===== src/rtl/serial_adder_pkg.sv =====
// Shared types and constants for the bit-serial adder: FSM state encoding
// and the default operand width.
package serial_adder_pkg;

    typedef enum logic [1:0] {
        IDLE = 2'd0,
        RUN  = 2'd1,
        DONE = 2'd2
    } state_t;

    localparam int WIDTH_DEFAULT = 8;

endpackage


===== src/rtl/serial_adder_full_adder.sv =====
// Single-bit full adder cell used once per cycle by the serial adder.
module full_adder (
    input  logic a,
    input  logic b,
    input  logic cin,
    output logic s,
    output logic cout
);

    assign s    = a ^ b ^ cin;
    assign cout = (a & b) | (cin & (a ^ b));

endmodule


===== src/rtl/serial_adder.sv =====
// Bit-serial unsigned adder: one result bit per clock, LSB first, WIDTH cycles
// per operation. Optional signed-overflow output under SERIAL_ADDER_OVF_EN.
module serial_adder
    import serial_adder_pkg::*;
#(
    parameter int WIDTH = WIDTH_DEFAULT
) (
    input  logic             clk,
    input  logic             rst,
    input  logic             start,
    input  logic [WIDTH-1:0] a,
    input  logic [WIDTH-1:0] b,
    output logic             busy,
    output logic             done,
    output logic [WIDTH-1:0] sum,
    output logic             carry_out
`ifdef SERIAL_ADDER_OVF_EN
    ,
    output logic             overflow
`endif
);

    localparam int CW = (WIDTH > 1) ? $clog2(WIDTH) : 1;
    localparam logic [CW-1:0] LAST_BIT = CW'(WIDTH - 1);

    state_t           state_q, state_d;
    logic [WIDTH-1:0] a_q, a_d;
    logic [WIDTH-1:0] b_q, b_d;
    logic [WIDTH-1:0] part_q, part_d;
    logic             carry_q, carry_d;
    logic [CW-1:0]    cnt_q, cnt_d;
    logic [WIDTH-1:0] sum_q, sum_d;
    logic             cout_q, cout_d;
`ifdef SERIAL_ADDER_OVF_EN
    logic             ovf_q, ovf_d;
`endif
    logic             fa_s;
    logic             fa_cout;

    full_adder u_fa (
        .a    (a_q[0]),
        .b    (b_q[0]),
        .cin  (carry_q),
        .s    (fa_s),
        .cout (fa_cout)
    );

    always_ff @(posedge clk or posedge rst) begin
        if (rst) begin
            state_q <= IDLE;
            a_q     <= '0;
            b_q     <= '0;
            part_q  <= '0;
            carry_q <= 1'b0;
            cnt_q   <= '0;
            sum_q   <= '0;
            cout_q  <= 1'b0;
`ifdef SERIAL_ADDER_OVF_EN
            ovf_q   <= 1'b0;
`endif
        end else begin
            state_q <= state_d;
            a_q     <= a_d;
            b_q     <= b_d;
            part_q  <= part_d;
            carry_q <= carry_d;
            cnt_q   <= cnt_d;
            sum_q   <= sum_d;
            cout_q  <= cout_d;
`ifdef SERIAL_ADDER_OVF_EN
            ovf_q   <= ovf_d;
`endif
        end
    end

    always_comb begin
        state_d = state_q;
        a_d     = a_q;
        b_d     = b_q;
        part_d  = part_q;
        carry_d = carry_q;
        cnt_d   = cnt_q;
        sum_d   = sum_q;
        cout_d  = cout_q;
`ifdef SERIAL_ADDER_OVF_EN
        ovf_d   = ovf_q;
`endif
        case (state_q)
            IDLE, DONE: begin
                // DONE accepts start exactly like IDLE so operations can run back to back.
                state_d = IDLE;
                if (start) begin
                    a_d     = a;
                    b_d     = b;
                    part_d  = '0;
                    carry_d = 1'b0;
                    cnt_d   = '0;
                    state_d = RUN;
                end
            end
            RUN: begin
                part_d  = WIDTH'({fa_s, part_q} >> 1);
                carry_d = fa_cout;
                a_d     = a_q >> 1;
                b_d     = b_q >> 1;
                cnt_d   = cnt_q + CW'(1);
                if (cnt_q == LAST_BIT) begin
                    // Final bit: publish the shifted-in result together with this cycle's carry.
                    sum_d   = WIDTH'({fa_s, part_q} >> 1);
                    cout_d  = fa_cout;
`ifdef SERIAL_ADDER_OVF_EN
                    ovf_d   = carry_q ^ fa_cout;
`endif
                    state_d = DONE;
                end
            end
            default: state_d = IDLE;
        endcase
    end

    assign busy      = (state_q == RUN);
    assign done      = (state_q == DONE);
    assign sum       = sum_q;
    assign carry_out = cout_q;
`ifdef SERIAL_ADDER_OVF_EN
    assign overflow  = ovf_q;
`endif

endmodule


===== config.mk =====
export PLATFORM = sky130hd
export DESIGN_NAME = serial_adder
export DESIGN_NICKNAME = d
export VERILOG_FILES = /design/src/rtl/serial_adder_pkg.sv /design/src/rtl/serial_adder_full_adder.sv /design/src/rtl/serial_adder.sv
export SDC_FILE = /design/constraint.sdc
export NUM_CORES = 1
export LEC_CHECK = 0
export CAP_MARGIN = 20
export CORE_ASPECT_RATIO = 1.4
export CORE_UTILIZATION = 45
export CTS_CLUSTER_DIAMETER = 50
export CTS_CLUSTER_SIZE = 12
export DETAILED_ROUTE_END_ITERATION = 7
export PLACE_DENSITY = 0.7
export SYNTH_ARGS = -nofsm -noshare
export SYNTH_HDL_FRONTEND = slang
export SYNTH_SLANG_ARGS = --single-unit

===== constraint.sdc =====
create_clock -name clk -period 1.8 [get_ports clk]
set_input_delay 0.45 -clock clk [delete_from_list [all_inputs] [get_ports clk]]
set_output_delay 0.45 -clock clk [all_outputs]
set_load 0.02 [all_outputs]

==> reports/qor.csv, run 1 <==
metric;value;unit
Gate power share;41.0;%
core box area;0.00344;mm^2
hold_buf cts;0;
Die Wd;53.3;um
clk_lat worst skew;290;ps
layout cells sized above 1;20.0;%
ANT cells;0;
Post-Syn Area;0.00166;mm^2
Final Hold Fails;0;
CP arrival;1250;ps
maximum clock rate;589;MHz
Residual DRC;0;
total grt overflow;0;
Routed WL per cell;14.5;um
initial antenna violation count;0;
Setup Viol. Count Final;0;
Design Power;3.77;mW
ys async rst share;100;%
Cell Rows;25;
worst r2r path cells;3;
internal power;2.51;mW
Buffers on Ports;29;
WS Path Type;flop to output port;
Fill cells;299;
post-synthesis cell type count;25;
Slowest cell on crit path;clkdlybuf4s50_1;
Final Cycle Share;94.4;%
Setup TNS;0;ps
Area Growth Syn to Fin;29.1;%
GRT Util Overall;19.1;%
P per Cell Area;1770;mW/mm^2
placed inst area;0.00203;mm^2
Seq/Total Area, Yosys;57.4;%
CTS buffer count;5;
Top Ports;30;
Yosys warnings;0;
Clock Sinks;38;
Vias;1121;
MaxCap Viol Count;0;
vias in the first global route;1199;
post-layout min period;1700;ps
Initial Utilization;48.1;%
Psw;1.27;mW
synthesized area per cell;12.5;um^2
largest net degree at the start of global routing;39;
commonest non-fill, non-tap cell in the layout;dfrtp_1;
CP Cell Sequence;clkdlybuf4s50_1;
commonest cells after routing, fill and taps aside;37 x dfrtp_1, 27 x clkdlybuf4s50_1, 12 x inv_1, 12 x a21oi_1, 12 x mux2_2;
Clk network pwr share;19.0;%
WP buf/inv;1;
worst r2r src;carry_q;
clk buf depth;2;
Post-Layout Inst Area;0.00214;mm^2
reg2reg end;part_q[7];
Hold Crit Start;part_q[1];
Slew Viols, Final;0;
Antenna Nets Post-Route;0;
post-synthesis register bit count;38;
first-pass GRT wire length;5300;um
Post-Route WL;3050;um
DP HPWL;2200;um
Max-slew headroom;80.9;%
Syn Inst Count;132;
worst-path fanout max;2;
Die Y;73.8;um
RSZ-0062 raised after global routing;false;
hold depth;1;
Hold WC Path Type;flop to flop;
fin nets;192;
Hold EP;sum[0];
slowest stage delay, CP;610;ps
Root Driver;clkbuf_8;
Iter 0 DRT Violations;27;
part of the power in registers;40.0;%
clk_skew;10.3;ps
Vias/cell;5.34;
Clock Pin Slew Worst Setup and Hold Paths;70;ps
run status;completed;
Critical Path End Type;output port;
syn_nets;154;
worst vdd ir;0.000942;V
Primary FF master, synth;dfrtp_1;
LEAKAGE;1.01;nW
startpoint types;flop;
EDFF count, synth;0;
routability cong.;0.746;
die area;0.00393;mm^2
CTS tree;yes;
# H-tree levels;2;
drt pass-1 iters;4;
R2R Setup Slk;300;ps
dominant delay contributor by cell family on the critical path;buffers and inverters;
Slew @ Worst Pin;285;ps
Worst EP required;1350;ps
switch share;33.5;%
-- what timing repair did --
item / 4_1_cts / 5_1_grt
endpoints found under the setup margin: 2 / 0
setup buffers: 0 / 0
resized for setup: 3 / 0
-- metal layers --
metal	up-vias	GRT usage, %	part of all wire (%)
met5	-	0	0
met4	0	7.02	0.92
met3	3	5.59	4.3
met2	27	32.1	52
met1	547	22.5	43
li1	544	-	-
-- logic make-up after synthesis --
logic type               after synthesis  synth area share, %
multiplexers                          17                 11.3
AO/OA/AOI/OAI                         40                 16.0
flip-flops                            38                 57.4
adder cells (fa/ha/maj)                3                 2.72
AND/OR/NAND/NOR                       13                 6.04
buffers and inverters                 21                 6.57
-- power groups by stage --
stage | sequential (mW) | combinational, mW | clock, mW
2_1_floorplan | 1.52 | 1.04 | 0
3_3_place_gp | 1.50 | 1.50 | 0
3_5_place_dp | 1.52 | 1.58 | 0
4_1_cts | 1.51 | 1.57 | 0.733
5_1_grt | 1.56 | 1.72 | 0.770
6_report | 1.51 | 1.55 | 0.717
-- stage by stage --
stage | hold WS [ps] | setup WS (ps) | instances | utilization [%]
after floorplan | 459 | 389 | 132 | -
after global placement | 477 | 125 | 203 | 58.9
after detailed placement | 491 | 100 | 203 | 58.9
after CTS | 508 | 88.2 | 210 | 62.1
after global routing | 527 | 51.3 | 210 | 62.1
final | 500 | 101 | 210 | 62.1
-- layout make-up --
type                       count  area [um^2]  area share, %
sequential                    38          952           44.5
multi-input combinational     73          597           27.9
timing repair buffer          39          375           17.6
clock buffer                   6         82.6           3.86
inverter                      13         51.3           2.40
tap                           40         50.0           2.34
clock inverter                 1         30.0           1.40
-- registers in the layout (all words and copies together) (netlist names) --
register / flops
state_q: 2
carry_out: 1
part_q: 7
sum: 8
b_q: 8
cnt_q: 3
a_q: 8
carry_q: 1
-- synthesized netlist by cell type, types with 2 or more instances --
cell type | number | area [um^2]
dfrtp_1 | 38 | 951
a21oi_1 | 12 | 60.1
inv_1 | 12 | 45.0
mux2_2 | 12 | 135
a22o_1 | 10 | 87.6
o22ai_1 | 10 | 62.6
mux2i_1 | 4 | 40.0
o21ai_0 | 4 | 20.0
buf_6 | 3 | 33.8
clkbuf_1 | 3 | 11.3
nand3_1 | 3 | 15.0
nor2b_1 | 3 | 18.8
a211oi_1 | 2 | 15.0
a221o_1 | 2 | 20.0
and3b_1 | 2 | 17.5
ha_1 | 2 | 25.0
nand2b_4 | 2 | 27.5
-- how the worst max path moves through the flow --
stage | from | to | slack, ps | cells past startpoint
floorplan | carry_q | part_q[7] | 390 | 3
global placement | start | cnt_q[2] | 120 | 5
detailed placement | start | a_q[6] | 100 | 5
CTS | sum[0] | sum[0] | 90 | 1
global route | sum[2] | sum[2] | 50 | 1
finish | sum[0] | sum[0] | 100 | 1
-- worst register-to-register path, delay by kind of cell (launching register included) --
family / cells / cell delay, ps
compound gates: 1 / 180
mux: 1 / 270
flops: 1 / 420
fa+ha+maj: 1 / 520
(Power assumes the default switching activity.)
==> inputs of run 2 (changes only) <==
--- a/config.mk
+++ b/config.mk
@@ -7,11 +7,11 @@
 export LEC_CHECK = 0
 export CAP_MARGIN = 20
 export CORE_ASPECT_RATIO = 1.4
-export CORE_UTILIZATION = 45
+export CORE_UTILIZATION = 30
 export CTS_CLUSTER_DIAMETER = 50
 export CTS_CLUSTER_SIZE = 12
 export DETAILED_ROUTE_END_ITERATION = 7
-export PLACE_DENSITY = 0.7
+export DONT_BUFFER_PORTS = 1
 export SYNTH_ARGS = -nofsm -noshare
 export SYNTH_HDL_FRONTEND = slang
 export SYNTH_SLANG_ARGS = --single-unit
==> reports/qor.csv, run 2 (synthesis results as in run 1) <==
metric;value;unit;change
layout cells sized above 1;20.6;%;+0.59 points
Post-Place Cells;194;;-4.4%
die area;0.00583;mm^2;+48%
Psw;1.23;mW;-2.6%
post-layout min period;1670;ps;-32.2 ps
Buffers on Ports;0;;-100%
Max-slew headroom;68.9;%;-12 points
routability cong.;0.802;;+7.5%
clk_lat worst skew;280;ps;about the same
Final Hold Fails;0;;unchanged
Vias/cell;5.12;;-4.0%
pre-CTS WS;246;ps;+146 ps
first-pass GRT wire length;5210;um;-1.7%
drt pass-1 iters;4;;unchanged
Clock Pin Slew Worst Setup and Hold Paths;70;ps;about the same
worst vdd ir;0.000423;V;-55%
Die Y;89.9;um;+22%
Fill cells;529;;+77%
Initial Utilization;31.6;%;-17 points
Clock Sinks;38;;unchanged
Die Wd;64.8;um;+22%
initial antenna violation count;0;;unchanged
part of the power in registers;47.9;%;+7.9 points
DP HPWL;2290;um;+3.9%
Post-Route WL;3140;um;+3.1%
GRT Util Overall;11.9;%;-7.1 points
Hold WC Path Type;primary input to async pin;;
LEAKAGE;0.850;nW;-16%
MaxCap Viol Count;0;;unchanged
fin nets;157;;-18%
Iter 0 DRT Violations;63;;+130%
vias in the first global route;1099;;-8.3%
hold_buf cts;0;;unchanged
placed inst area;0.00171;mm^2;-16%
final worst slack;133;ps;+32.2 ps
total grt overflow;0;;unchanged
internal power;2.13;mW;-15%
RSZ-0062 raised after global routing;false;;
Top Ports;30;;unchanged
Slew Viols, Final;0;;unchanged
Routed WL per cell;15.6;um;+7.2%
clk_skew;5.16;ps;-5.17 ps
Residual DRC;0;;unchanged
Post-Layout Inst Area;0.00181;mm^2;-16%
CP arrival;1220;ps;-30 ps
worst r2r src;state_q[1];;
Cell Rows;31;;+24%
Slew @ Worst Pin;467;ps;+181 ps
ANT cells;0;;unchanged
post-CTS setup buffers;0;;unchanged
clk buf depth;2;;unchanged
largest net degree at the start of global routing;39;;unchanged
Critical Path End Type;output port;;
Area Growth Syn to Fin;8.99;%;
Final Cycle Share;92.6;%;-1.8 points
run status;completed;;
Design Power;3.37;mW;-11%
Final Non-Filler Cells;202;;-3.8%
Vias;1035;;-7.7%
# H-tree levels;2;;unchanged
Setup Viol. Count Final;0;;unchanged
switch share;36.6;%;+3.1 points
Root Driver;clkbuf_8;;
worst-path fanout max;12;;+10
CTS buffer count;5;;unchanged
Setup crit start;state_q[0];;
Gate power share;34.7;%;-6.3 points
Setup TNS;0;ps;unchanged
commonest non-fill, non-tap cell in the layout;dfrtp_1;;
Worst EP required;1350;ps;about the same
Antenna Nets Post-Route;0;;unchanged
WS Path Type;flop to output port;;
core box area;0.00524;mm^2;+52%
startpoint types;flop;;
CTS tree;yes;;
P per Cell Area;1870;mW/mm^2;+5.7%
Clk network pwr share;17.4;%;-1.6 points
maximum clock rate;600;MHz;+1.9%
commonest cells after routing, fill and taps aside;38 x dfrtp_1, 12 x inv_1, 12 x a21oi_1, 12 x mux2_2;;
## run 2: through the flow
stage               hold slack [ps]  util, %
CTS                             179     34.4
floorplan                       459        -
finish                          164     34.5
global route                    188     34.5
detailed placement              481     32.7
global placement                474     32.7
## run 2: power by group through the flow
stage / Sequential (mW) / Combinational (mW) / Clock [mW]
finish: 1.61 / 1.17 / 0.586
floorplan: 1.52 / 1.04 / 0
CTS: 1.62 / 1.18 / 0.600
detailed placement: 1.63 / 1.17 / 0
global route: 1.67 / 1.31 / 0.643
global placement: 1.62 / 1.10 / 0
## run 2: area by class of cell
type	instances	area [um^2]	area share (%)
Clock buffer	7	86.3	4.78
Clock inverter	1	5.00	0.277
Inverter	13	51.3	2.84
Multi-Input combinational cell	73	599	33.2
Sequential cell	38	951	52.7
Tap cell	66	82.6	4.57
Timing Repair Buffer	4	30.0	1.66
## run 2: timing repair
action | CTS | global route
hold endpoints to repair | 0 | 0
resized for setup | 0 | 1
setup endpoints to repair | 0 | 1
## run 2: worst paths after layout
kind                        endpoint  slack [ps]  cells after the start
setup reg to reg              b_q[1]         250                      4
min in group clk              b_q[0]         350                      2
max in group asynchronous     a_q[5]        1310                      2
setup / recovery                done         130                      2
hold reg to reg            part_q[1]         490                      1
hold / removal                b_q[0]         160                      2
## run 2: layer usage
metal	share of wire, %	GRT usage (%)	vias to the layer above
met5	0	0	-
met4	2.9	5.74	0
met3	6.8	4.95	9
met2	54	20.7	27
met1	36	12.0	519
li1	-	-	480
## run 2: critical path: stages (launching register included)
cell	delay (ps)
dfrtp_1	470
buf_4	220
nor2b_2	250
==> inputs of run 3 (changes only) <==
--- a/config.mk
+++ b/config.mk
@@ -12,6 +12,8 @@
 export CTS_CLUSTER_SIZE = 12
 export DETAILED_ROUTE_END_ITERATION = 7
 export DONT_BUFFER_PORTS = 1
+export GPL_ROUTABILITY_DRIVEN = 0
+export MAX_ROUTING_LAYER = met4
 export SYNTH_ARGS = -nofsm -noshare
 export SYNTH_HDL_FRONTEND = slang
 export SYNTH_SLANG_ARGS = --single-unit
==> reports/qor.csv, run 3 (synthesis results as in run 1) <==
metric;value;unit;change
GRT Util Overall;12.2;%;+0.31 points
Root Driver;clkbuf_8;;
startpoint types;flop;;
commonest cells after routing, fill and taps aside;38 x dfrtp_1, 12 x inv_1, 12 x a21oi_1, 12 x mux2_2;;
hold_buf cts;0;;unchanged
Area Growth Syn to Fin;8.99;%;unchanged
maximum clock rate;601;MHz;+0.13%
GRT Max-Usage Layer;met2;;
largest net degree at the start of global routing;39;;unchanged
worst r2r src;state_q[1];;
die area;0.00583;mm^2;unchanged
first-pass GRT wire length;5200;um;-0.13%
Hold WC Path Type;primary input to async pin;;
Cell Rows;31;;unchanged
clk buf depth;2;;unchanged
run status;completed;;
R2R Setup Slk;250;ps;about the same
CP arrival;1210;ps;about the same
vias in the first global route;1101;;+0.18%
M2 GR Usage;20.7;%;unchanged
WS Path Type;flop to output port;;
ANT cells;0;;unchanged
Post-Route WL;3150;um;+0.19%
P per Cell Area;1870;mW/mm^2;about the same
worst r2r path cells;4;;unchanged
MaxCap Viol Count;0;;unchanged
fin nets;157;;unchanged
Residual DRC;0;;unchanged
layout cells sized above 1;20.6;%;unchanged
Critical Path End Type;output port;;
Die Y;89.9;um;unchanged
Initial Utilization;31.6;%;unchanged
total grt overflow;0;;unchanged
clk_lat worst skew;280;ps;about the same
Top Ports;30;;unchanged
post-CTS setup buffers;0;;unchanged
Iter 0 DRT Violations;61;;-3.2%
core box area;0.00524;mm^2;unchanged
RSZ-0062 raised after global routing;false;;
worst vdd ir;0.000423;V;about the same
drt pass-1 iters;4;;unchanged
Vias;1032;;-0.29%
Routed WL per cell;15.6;um;+0.19%
Vias/cell;5.11;;-0.29%
Slew @ Worst Pin;467;ps;+0.347 ps
Clock Sinks;38;;unchanged
Setup TNS;0;ps;unchanged
post-layout min period;1660;ps;-2.13 ps
met3 usage;4.19;%;-0.76 points
Design Power;3.37;mW;about the same
Antenna Nets Post-Route;0;;unchanged
worst-path fanout max;12;;unchanged
Final Hold Fails;0;;unchanged
Max-slew headroom;68.9;%;about the same
# H-tree levels;2;;unchanged
Slew Viols, Final;0;;unchanged
Die Wd;64.8;um;unchanged
initial antenna violation count;0;;unchanged
CTS tree;yes;;
commonest non-fill, non-tap cell in the layout;dfrtp_1;;
number of gates resized after cts;0;;unchanged
DP HPWL;2290;um;unchanged
LEAKAGE;0.850;nW;unchanged
Worst EP required;1350;ps;about the same
Core Util, Final;34.5;%;unchanged
Setup Viol. Count Final;0;;unchanged
Buffers on Ports;0;;unchanged
reg2reg end;b_q[1];;
CTS buffer count;5;;unchanged
clk_skew;5.19;ps;+0.0226 ps
Final Cycle Share;92.5;%;-0.12 points
grt met1 use;12.4;%;+0.41 points
Clock Pin Slew Worst Setup and Hold Paths;70;ps;about the same
## run 3: cell counts in the layout (fill, tap and decap cells not counted)
Identical to the previous run, type by type.
## run 3: final cells by class
type	count	area (um^2)
clock buffer	7	86.3
clock inverter	1	5.00
fill	529	3430
inverter	13	51.3
multi-input combinational	73	599
sequential	38	951
tap	66	82.6
timing repair buffer	4	30.0
## run 3: metal layers
metal	share of wire, %	wire length, um	vias up
li1	-	-	480
met1	39	1220	518
met2	54	1690	25
met3	4.9	154	9
met4	2.7	85	0
met5	0	0	-
## run 3: how the worst max path moves through the flow
stage               start         to  slack (ps)
2_1_floorplan     carry_q  part_q[7]         390
3_3_place_gp   state_q[1]  carry_out         320
3_5_place_dp   state_q[1]     b_q[2]         250
4_1_cts        state_q[0]       done           9
5_1_grt        state_q[0]       done          80
6_report       state_q[0]       done         140
## run 3: worst max-delay path, stage by stage, from the launching register on
cell and delay [ps]:
dfrtp_1 470, buf_4 220, nor2b_2 250
## run 3: report_power, final
group	switching (mW)	internal, mW	leakage, nW	total, mW
registers	0.374	1.24	0.474	1.61
logic	0.582	0.587	0.328	1.17
clock network	0.277	0.309	0.0482	0.586
## run 3: metrics by stage
stage	hold WS (ps)	cell area, um^2	std cells	setup WS [ps]
2_1_floorplan	459	1660	132	389
3_3_place_gp	474	1710	194	319
3_5_place_dp	481	1710	194	246
4_1_cts	179	1800	202	8.62
5_1_grt	191	1810	202	81.8
6_report	165	1810	202	135
